File: config.mk
export PLATFORM = sky130hd
export DESIGN_NAME = hall_call_dispatcher
export DESIGN_NICKNAME = d
export VERILOG_FILES = /design/src/rtl/elevator_pkg.sv /design/src/rtl/call_cost.sv /design/src/rtl/hall_call_dispatcher.sv
export SDC_FILE = /design/constraint.sdc
export NUM_CORES = 1
export LEC_CHECK = 0
export CAP_MARGIN = 0
export CELL_PAD_IN_SITES_DETAIL_PLACEMENT = 1
export CELL_PAD_IN_SITES_GLOBAL_PLACEMENT = 1
export CORE_MARGIN = 1
export CORE_UTILIZATION = 39
export DETAILED_ROUTE_END_ITERATION = 8
export PLACE_DENSITY = 0.75
export SYNTH_ARGS = -nofsm -noshare
export SYNTH_HDL_FRONTEND = slang
export SYNTH_HIERARCHICAL = 1
export SYNTH_SLANG_ARGS = --single-unit
File: constraint.sdc
create_clock -name clk -period 4.1 [get_ports clk]
set_input_delay 0.82 -clock clk [delete_from_list [all_inputs] [get_ports clk]]
set_output_delay 0.82 -clock clk [all_outputs]
set_load 0.05 [all_outputs]
File: src/rtl/elevator_pkg.sv
// rtl/elevator_pkg.sv - shared elevator types, sizing constants and floor-match helper
package elevator_pkg;
   localparam int NUM_FLOORS = 6;
   localparam int HALF_POS_W = 4;

   typedef enum logic [1:0] {
      START  = 2'd0,
      SIM    = 2'd1,
      PAUSE  = 2'd2,
      ENDING = 2'd3
   } sim_state_t;

   typedef enum logic [1:0] {
      IDLE    = 2'd0,
      PENDING = 2'd1,
      ASG_L   = 2'd2,
      ASG_R   = 2'd3
   } call_state_t;

   // Out-of-range positions (> 2*(NUM_FLOORS-1)) can never equal 2*f, so they match nothing.
   function automatic logic at_floor(input logic [HALF_POS_W-1:0] pos, input int f);
      return {1'b0, pos} == 5'(2 * f);
   endfunction
endpackage

File: src/rtl/call_cost.sv
// rtl/call_cost.sv - cost of sending one car to one floor; DISPATCH_DIRECTION_PENALTY_EN adds the away-from-call penalty
module call_cost
   import elevator_pkg::*;
#(
   parameter int FLOORS       = elevator_pkg::NUM_FLOORS,
   parameter int AWAY_PENALTY = 4,
   parameter int FLOOR_W      = $clog2(FLOORS)
) (
   input  logic [HALF_POS_W-1:0] i_pos,
   input  logic                  i_dir,
   input  logic [FLOOR_W-1:0]    i_floor,
   output logic [4:0]            o_cost
);
`ifdef DISPATCH_DIRECTION_PENALTY_EN
   localparam bit PENALTY_EN = 1'b1;
`else
   localparam bit PENALTY_EN = 1'b0;
`endif
   localparam logic [4:0] MAX_POS = 5'(2 * (FLOORS - 1));

   logic [4:0] w_pos;
   logic [4:0] w_target;
   logic [4:0] w_dist;
   logic       w_away;

   always_comb begin
      w_pos    = 5'(i_pos);
      w_target = 5'({i_floor, 1'b0});
      w_dist   = (w_pos >= w_target) ? (w_pos - w_target) : (w_target - w_pos);
      w_away   = PENALTY_EN && ((i_dir && (w_pos > w_target)) || (!i_dir && (w_pos < w_target)));
      if (w_pos > MAX_POS)
         o_cost = 5'd31;
      else if (w_away)
         o_cost = w_dist + 5'(AWAY_PENALTY);
      else
         o_cost = w_dist;
   end
endmodule

File: src/rtl/hall_call_dispatcher.sv
// rtl/hall_call_dispatcher.sv - hall-call latch, left/right car arbiter and per-car door dwell
// Optional direction penalty in call_cost is enabled by DISPATCH_DIRECTION_PENALTY_EN.
module hall_call_dispatcher
   import elevator_pkg::*;
#(
   parameter int NUM_FLOORS   = elevator_pkg::NUM_FLOORS,
   parameter int DWELL_CYCLES = 8,
   parameter int AWAY_PENALTY = 4
) (
   input  logic                    clk,
   input  logic                    rst,
   input  logic [1:0]              simState,
   input  logic [NUM_FLOORS-1:0]   hall_buttons,
   input  logic [2*HALF_POS_W-1:0] half_elevatorPositions,
   input  logic [1:0]              directions,
   output logic [2*NUM_FLOORS-1:0] FloorsRequested,
   output logic [NUM_FLOORS-1:0]   pending_calls,
   output logic [1:0]              door_open
);
   localparam int FLOOR_W = $clog2(NUM_FLOORS);
   localparam int DW_W    = $clog2(DWELL_CYCLES + 1);

   call_state_t             r_state     [NUM_FLOORS];
   call_state_t             w_state_nxt [NUM_FLOORS];
   logic [DW_W-1:0]         r_dwell     [2];
   logic [DW_W-1:0]         w_dwell_nxt [2];
   logic [2*NUM_FLOORS-1:0] r_floors_req, w_req_nxt;
   logic [NUM_FLOORS-1:0]   r_pending, w_pend_nxt;
   logic [1:0]              r_door, w_load, w_imm;
   logic [HALF_POS_W-1:0]   w_pos [2];
   sim_state_t              w_mode;
   logic                    w_sim, w_live, w_clear;
   logic [FLOOR_W-1:0]      w_sel;
   logic [4:0]              w_cost_l, w_cost_r;

   // Arbiter pick: lowest-index PENDING floor feeds both cost units.
   always_comb begin
      w_mode   = sim_state_t'(simState);
      w_sim    = (w_mode == SIM);
      w_live   = w_sim || (w_mode == PAUSE);
      w_clear  = rst || (w_mode == START) || (w_mode == ENDING);
      w_pos[0] = half_elevatorPositions[HALF_POS_W-1:0];
      w_pos[1] = half_elevatorPositions[2*HALF_POS_W-1:HALF_POS_W];
      w_sel    = '0;
      for (int i = NUM_FLOORS - 1; i >= 0; i--)
         if (r_state[i] == PENDING) w_sel = FLOOR_W'(i);
   end

   call_cost #(.FLOORS(NUM_FLOORS), .AWAY_PENALTY(AWAY_PENALTY)) u_cost_l (
      .i_pos(w_pos[0]), .i_dir(directions[0]), .i_floor(w_sel), .o_cost(w_cost_l)
   );
   call_cost #(.FLOORS(NUM_FLOORS), .AWAY_PENALTY(AWAY_PENALTY)) u_cost_r (
      .i_pos(w_pos[1]), .i_dir(directions[1]), .i_floor(w_sel), .o_cost(w_cost_r)
   );

   always_comb begin
      w_state_nxt = r_state;
      w_load      = 2'b00;
      w_imm       = 2'b00;
      for (int i = 0; i < NUM_FLOORS; i++) begin
         unique case (r_state[i])
            IDLE: begin
               // A press at a floor where a car already stands with its door open is absorbed.
               w_imm[0] = w_sim && r_door[0] && at_floor(w_pos[0], i);
               w_imm[1] = w_sim && r_door[1] && at_floor(w_pos[1], i);
               if (w_live && hall_buttons[i]) begin
                  w_load = w_load | w_imm;
                  if (w_imm == 2'b00) w_state_nxt[i] = PENDING;
               end
            end
            PENDING:
               if (w_sim && (w_sel == FLOOR_W'(i)))
                  w_state_nxt[i] = (w_cost_r < w_cost_l) ? ASG_R : ASG_L;
            ASG_L:
               if (w_sim && at_floor(w_pos[0], i)) begin
                  w_state_nxt[i] = IDLE;
                  w_load[0]      = 1'b1;
               end
            ASG_R:
               if (w_sim && at_floor(w_pos[1], i)) begin
                  w_state_nxt[i] = IDLE;
                  w_load[1]      = 1'b1;
               end
            default: ;
         endcase
      end

      w_req_nxt  = '0;
      w_pend_nxt = '0;
      for (int i = 0; i < NUM_FLOORS; i++) begin
         w_pend_nxt[i]             = (w_state_nxt[i] == PENDING);
         w_req_nxt[i]              = (w_state_nxt[i] == ASG_L);
         w_req_nxt[NUM_FLOORS + i] = (w_state_nxt[i] == ASG_R);
      end

      for (int c = 0; c < 2; c++) begin
         if (w_load[c])
            w_dwell_nxt[c] = DW_W'(DWELL_CYCLES);
         else if (w_sim && (r_dwell[c] != '0))
            w_dwell_nxt[c] = r_dwell[c] - 1'b1;
         else
            w_dwell_nxt[c] = r_dwell[c];
      end
   end

   always_ff @(posedge clk) begin
      if (w_clear) begin
         for (int i = 0; i < NUM_FLOORS; i++) r_state[i] <= IDLE;
         r_dwell[0]   <= '0;
         r_dwell[1]   <= '0;
         r_floors_req <= '0;
         r_pending    <= '0;
         r_door       <= 2'b00;
      end else begin
         r_state      <= w_state_nxt;
         r_dwell      <= w_dwell_nxt;
         r_floors_req <= w_req_nxt;
         r_pending    <= w_pend_nxt;
         r_door       <= {w_dwell_nxt[1] != '0, w_dwell_nxt[0] != '0};
      end
   end

   assign FloorsRequested = r_floors_req;
   assign pending_calls   = r_pending;
   assign door_open       = r_door;
endmodule
==> flow_metrics.env, run 1 <==
export IMPL_tritoncts="yes"
export IMPL_first_iter_violations=151
export IMPL_power_frac_seq_pct=34.1
export IMPL_min_delay_start="r_dwell[1]$_SDFF_PP0_"
export IMPL_num_rows=34
export IMPL_crit_fanout=5
export IMPL_rsz0062_at_grt="no"
export IMPL_dieArea_um2=9410
export IMPL_p_sw_share_pct=35.6
export IMPL_numPortBuffers=37
export IMPL_ys_seq_area_share_pct=22.8
export IMPL_num_vias=3589
export IMPL_hold_buffers=0
export IMPL_cts_buffers=5
export IMPL_vias_per_cell=5.86
export IMPL_synth_cells=423
export IMPL_htree_levels=2
export IMPL_p_sw_w=0.000415
export IMPL_antenna_found_initial=0
export IMPL_r2r_start="r_state[9]$_SDFF_PP0_"
export IMPL_max_cap_violations=0
export IMPL_total_power_w=0.00117
export IMPL_synth_top_area_share_pct=22.8
export IMPL_dr_pass1_iters=4
export IMPL_finalCriticalPeriod_ns=3.89
export IMPL_grt_pass1_vias=3752
export IMPL_dp_cells=602
export IMPL_diodes=0
export IMPL_p_leak_nw=1.82
export IMPL_final_layout_size_suffix_gt1_share_pct=20.0
export IMPL_power_density_nw_per_um2=254
export IMPL_outcome="completed"
export IMPL_slew_violations=0
export IMPL_grt_max_degree=30
export IMPL_arrival_ns=4.11
export IMPL_start_util_pct=40.3
export IMPL_wl_per_cell_um=18.0
export IMPL_syn_area_um2=3520
export IMPL_clk_latency_ns=0.30
export IMPL_clkPwrFrac_pct=24.2
export IMPL_hold_viol=0
export IMPL_grt_pass1_wl_mm=18.3
export IMPL_async_flop_share_pct=0
export IMPL_holdPathStages=2
export IMPL_synth_edf_count=0
export IMPL_worst_setup_path_end_kind="flop"
export IMPL_post_route_period_util_pct=94.8
export IMPL_yosys_top_cells_area="dfxtp_1, ha_1, inv_1"
export IMPL_ys_types=73
export IMPL_power_frac_comb_pct=41.6
export IMPL_pin_count=40
export IMPL_synth_warnings=6
export IMPL_coreArea_um2=8720
export IMPL_tightest_slew_ns=1.08
export IMPL_ir_worst_vdd_uv=144
export IMPL_pre_cts_slack_ns=-0.290
export IMPL_gp_congestion=0.867
export IMPL_nNetsFinal=574
export IMPL_finalClockSkew_ns=0.00284
export IMPL_worstHoldEndpoint="r_dwell[1]$_SDFF_PP0_"
export IMPL_syn_to_final_growth_pct=30.7
export IMPL_crit_path_start_kind="flop"
export IMPL_fillers=1053
export IMPL_fin_area_um2=4600
export IMPL_clk_pin_slew_ns=0.08
export IMPL_setup_violations=0
export IMPL_clock_path_buffers=2
export IMPL_cts_root_buf="clkbuf_8"
export IMPL_dpl_hpwl_mm=8.82
export IMPL_synth_ff_type="dfxtp_1"
export IMPL_synth_avg_cell_area_um2=8.32
export IMPL_overflow=0
export IMPL_fin_util_pct=52.7
export IMPL_hold_class="flop to flop"
export IMPL_worstReg2RegEnd="pending_calls[1]$_SDFF_PP0_"
export IMPL_place_area_um2=4340
export IMPL_r2r_cells=19
export IMPL_timing_final_ws_setup_ns=0.212
export IMPL_finalNonFillerCells=612
export IMPL_antenna_left=0
export IMPL_drc=0
export IMPL_drt_total_wl_mm=11.0
export IMPL_cp_required_ns=4.32
export IMPL_grtUsageTotal_pct=23.9
export IMPL_critical_path_class="flop to flop"
export IMPL_synth_seq_cells=40
export IMPL_synth_nets=494
export IMPL_p_int_w=0.000752
export IMPL_max_slew_margin_rel_pct=28.3
export IMPL_r2r_slack_ns=0.21
export IMPL_clock_sinks=40
export IMPL_die_w_um=97.0
export IMPL_synth_common_cells="ha_1, inv_1, dfxtp_1"
export IMPL_dieHeight_um=97.0
export IMPL_fmax_mhz=257
export IMPL_synth_largest_area_cell="dfxtp_1"
-- area by class of cell --
| class | count | area (um^2) | share of cell area, % |
|---|---|---|---|
| Multi-Input combinational cell | 325 | 2650 | 57.6 |
| Sequential cell | 40 | 802 | 17.4 |
| Timing Repair Buffer | 86 | 749 | 16.3 |
| Inverter | 45 | 169 | 3.67 |
| Tap cell | 108 | 135 | 2.94 |
| Clock buffer | 7 | 86.3 | 1.88 |
| Clock inverter | 1 | 7.51 | 0.163 |
-- what timing repair did --
item,in CTS,in global routing
pin swaps,1,12
resized for setup,5,29
setup endpoints to repair,24,24
buffers inserted,1,1
-- through the flow --
step	setup TNS, ns	hold slack [ns]
floorplan	0	0.504
global placement	-3.67	0.524
detailed placement	-5.64	0.535
CTS	0	0.550
global route	0	0.595
finish	0	0.548
-- cell usage in the layout (no fill, tap or decap), types with 5 or more instances in the layout --
master,count
a41oi_1,8
clkbuf_8,6
nor3_1,24
a21oi_1,13
o221ai_1,5
nand2b_1,7
nand3_1,13
nor4_1,11
a31oi_1,6
nor2b_1,6
and3_1,8
clkdlybuf4s50_1,37
nand2_1,16
o21ai_0,15
xnor2_1,5
o22ai_1,7
dfxtp_1,39
ha_1,40
buf_4,46
nor2_1,26
inv_1,43
o21a_1,5
-- worst max-delay path by stage --
stage                                         start  cells after the start                       endpoint  slack [ns]
after floorplan               r_state[3]$_SDFF_PP0_                     20  FloorsRequested[1]$_SDFF_PP0_        0.07
after global placement    half_elevatorPositions[1]                     17  FloorsRequested[2]$_SDFF_PP0_       -0.21
after detailed placement  half_elevatorPositions[1]                     17  FloorsRequested[2]$_SDFF_PP0_       -0.29
after CTS                     r_state[3]$_SDFF_PP0_                     21    pending_calls[1]$_SDFF_PP0_        0.01
after global routing          r_state[3]$_SDFF_PP0_                     22  FloorsRequested[2]$_SDFF_PP0_       0.005
final                         r_state[9]$_SDFF_PP0_                     19    pending_calls[1]$_SDFF_PP0_        0.21
-- per-layer routing --
metal  track usage [%]  share of wire (%)  up-vias  wire [um]
met2              44.1                 53       66       5800
met3              3.11                3.3       15        362
met5                 0                  0        -          0
met4              6.43                1.5        0        170
li1                  -                  -     1717          -
met1              28.8                 43     1791       4700
-- registers in the layout (all words and copies together), names as in the netlist --
register,count
FloorsRequested,12
r_state,12
r_dwell,8
pending_calls,6
door_open,2
-- worst max-delay path: stages (launching register included) --
cell and delay (ns):
dfxtp_1 0.43, inv_1 0.09, ha_1 0.27, nor2_2 0.15, nor2_2 0.06, buf_4 0.14, ha_1 0.20, fa_1 0.37
inv_1 0.08, fa_2 0.24, a31oi_4 0.05, buf_4 0.17, o311ai_1 0.30, ha_1 0.30, a21o_1 0.21, a31oi_4 0.19
buf_6 0.15, a211oi_2 0.06, buf_4 0.18, nor3_1 0.16
-- power groups by stage --
stage / sequential, W / clock [W] / combinational, W
2_1_floorplan: 0.000419 / 0 / 0.000238
4_1_cts: 0.000398 / 0.000292 / 0.000424
3_5_place_dp: 0.000408 / 0 / 0.000414
6_report: 0.000399 / 0.000283 / 0.000486
3_3_place_gp: 0.000407 / 0 / 0.000396
5_1_grt: 0.000399 / 0.000307 / 0.000531
-- cells by family (layout without fill, tap and decap cells) --
family	count (synthesis)	in the layout	share of synthesized area, %
muxes	4	4	1.46
xor gates and xnor gates	8	8	1.99
and+or+nand+nor	153	153	24.6
AOI/OAI and AO/OA	109	109	23.4
adders and majority gates	51	51	19.4
buffers and inverters	58	139	6.37
DFF	40	40	22.8
Note: power is estimated with default switching activity, not from simulation.
==> inputs of run 2 (changes only) <==
Settings changed: CELL_PAD_IN_SITES_GLOBAL_PLACEMENT 1 to 2, CORE_UTILIZATION 39 to 31.
==> run 2 against run 1 <==
- design area is 0.79% higher
- setup slack lost 0.021 ns
- via count shrank 3.4%
- hold slack got worse by 0.012 ns
- sequential share of layout area is 0.16 points lower
- register-to-register slack is essentially flat
- clock power grew 29%
- total power is 5.4% higher
- count of clock-buffer cells in the layout is 2 lower
- global-route usage decreased by 3.7 points
- utilization fell by 10 points
- sequential cell count stayed put
- critical endpoint is now pending_calls[0]$_SDFF_PP0_
==> flow_metrics.env, run 2 (synthesis gave the netlist of run 1 again) <==
export IMPL_hold_class="flop to flop"
export IMPL_antenna_left=0
export IMPL_clock_sinks=40
export IMPL_max_slew_margin_rel_pct=29.4
export IMPL_nNetsFinal=574
export IMPL_dr_pass1_iters=4
export IMPL_dieHeight_um=109
export IMPL_finalCriticalPeriod_ns=3.91
export IMPL_cp_top_family="adder cells"
export IMPL_crit_fanout=3
export IMPL_grt_pass1_wl_mm=18.3
export IMPL_place_area_um2=4380
export IMPL_finalClockSkew_ns=0.00568
export IMPL_outcome="completed"
export IMPL_cts_buffers=5
export IMPL_drc=0
export IMPL_antenna_found_initial=0
export IMPL_power_frac_seq_pct=32.4
export IMPL_first_iter_violations=131
export IMPL_cpMaxStageDelayCell="clkdlybuf4s50_1"
export IMPL_dieArea_um2=11800
export IMPL_met1Wirelength_mm=4.99
export IMPL_p_leak_nw=1.84
export IMPL_cts_root_buf="clkbuf_16"
export IMPL_grt_max_degree=30
export IMPL_setup_violations=0
export IMPL_fmax_mhz=256
export IMPL_rsz0062_at_grt="no"
export IMPL_dpl_hpwl_mm=9.01
export IMPL_pin_count=40
export IMPL_clk_latency_ns=0.29
export IMPL_start_util_pct=32.2
export IMPL_power_density_nw_per_um2=266
export IMPL_p_int_w=0.000819
export IMPL_fin_area_um2=4630
export IMPL_drt_total_wl_mm=11.3
export IMPL_gp_congestion=0.851
export IMPL_multi_input_area_um2=2620
export IMPL_hold_buffers=0
export IMPL_clock_path_buffers=2
export IMPL_fillers=1297
export IMPL_layout_common_cells="buf_4, inv_1, dfxtp_1, ha_1, clkdlybuf4s50_1"
export IMPL_hold_viol=0
export IMPL_post_route_period_util_pct=95.4
export IMPL_layout_commonest_cell="buf_4"
export IMPL_num_vias=3467
export IMPL_path_cells="clkdlybuf4s50_1, inv_1, ha_2, fa_1, inv_1, fa_2, a31oi_4, buf_4, o311ai_1, ha_4, a21o_1, a31oi_2, buf_4, a311o_1, and3_1"
export IMPL_power_frac_comb_pct=38.0
export IMPL_clk_pin_slew_ns=0.06
export IMPL_tightest_slew_ns=1.06
export IMPL_wl_per_cell_um=17.6
export IMPL_numPortBuffers=37
export IMPL_grtUsageTotal_pct=20.1
export IMPL_ir_worst_vdd_uv=145
export IMPL_syn_to_final_growth_pct=31.7
export IMPL_slew_violations=0
export IMPL_cp_required_ns=4.33
export IMPL_tritoncts="yes"
export IMPL_slowest_delay_ns=0.52
export IMPL_coreArea_um2=10900
export IMPL_overflow=0
export IMPL_num_rows=38
export IMPL_worst_setup_path_end_kind="flop"
export IMPL_p_sw_share_pct=33.4
export IMPL_max_cap_violations=0
export IMPL_hold_ws_ns=0.536
export IMPL_vias_per_cell=5.41
export IMPL_grt_pass1_vias=3667
export IMPL_register_area_um2=801
export IMPL_die_w_um=109
export IMPL_wl_met2_mm=5.78
export IMPL_diodes=0
export IMPL_wl_met3_um=340
export IMPL_p_sw_w=0.000411
export IMPL_maxUsedRoutingLayer="met4"
export IMPL_final_layout_size_suffix_gt1_share_pct=18.4
export IMPL_clkPwrFrac_pct=29.6
export IMPL_crit_path_start_kind="input port"
export IMPL_critical_path_class="input port to flop"
export IMPL_path_buf_inv=5
export IMPL_arrival_ns=4.14
export IMPL_htree_levels=2
## run 2: area by class of cell
cell class              instances  area share [%]
inverters                      45            3.64
flip-flops and latches         40            17.3
repair buffers                 86            16.1
clock buffers                   5            2.70
multi-input cells             325            56.5
well taps                     140            3.78
## run 2: layer usage
metal  track usage [%]  vias to the layer above
li1                  -                     1714
met1              24.1                     1698
met2              36.8                       47
met3              2.65                        8
met4              6.27                        0
met5                 0                        -
## run 2: worst paths after layout
| path | from | endpoint | slack, ns | depth (start not counted) |
|---|---|---|---|---|
| worst max-delay path | half_elevatorPositions[5] | pending_calls[0]$_SDFF_PP0_ | 0.19 | 15 |
| worst min-delay path | r_dwell[1]$_SDFF_PP0_ | r_dwell[1]$_SDFF_PP0_ | 0.54 | 2 |
| worst max register to register | r_state[3]$_SDFF_PP0_ | pending_calls[0]$_SDFF_PP0_ | 0.20 | 21 |
| worst min register to register | r_dwell[1]$_SDFF_PP0_ | r_dwell[1]$_SDFF_PP0_ | 0.54 | 2 |
## run 2: what timing repair did
| item | 4_1_cts | 5_1_grt |
|---|---|---|
| setup endpoints to repair | 24 | 24 |
| cloned | 0 | 0 |
| gates resized for setup | 7 | 16 |
| buffers inserted | 3 | 0 |
| hold endpoints to repair | 0 | 0 |
| pin swaps | 4 | 6 |
## run 2: stage by stage
stage               setup slack [ns]  std cells  setup TNS [ns]  total power [W]  util, %
floorplan                     0.0710        423               0         0.000657        -
global placement              -0.232        634           -3.73         0.000811     40.0
detailed placement            -0.258        634           -4.61         0.000827     40.0
CTS                          0.00897        642               0          0.00120     41.6
global route                  0.0150        641               0          0.00130     42.4
finish                         0.190        641               0          0.00123     42.4
## run 2: power by group through the flow
stage	Sequential (W)	Combinational (W)	Clock, W
floorplan	0.000419	0.000238	0
global placement	0.000407	0.000404	0
detailed placement	0.000407	0.000420	0
CTS	0.000399	0.000434	0.000370
global route	0.000399	0.000511	0.000385
finish	0.000399	0.000468	0.000364
## run 2: worst min-delay path: stages (launching register included)
cell and delay [ns]:
dfxtp_1 0.32, a21oi_1 0.12, nor4_1 0.05
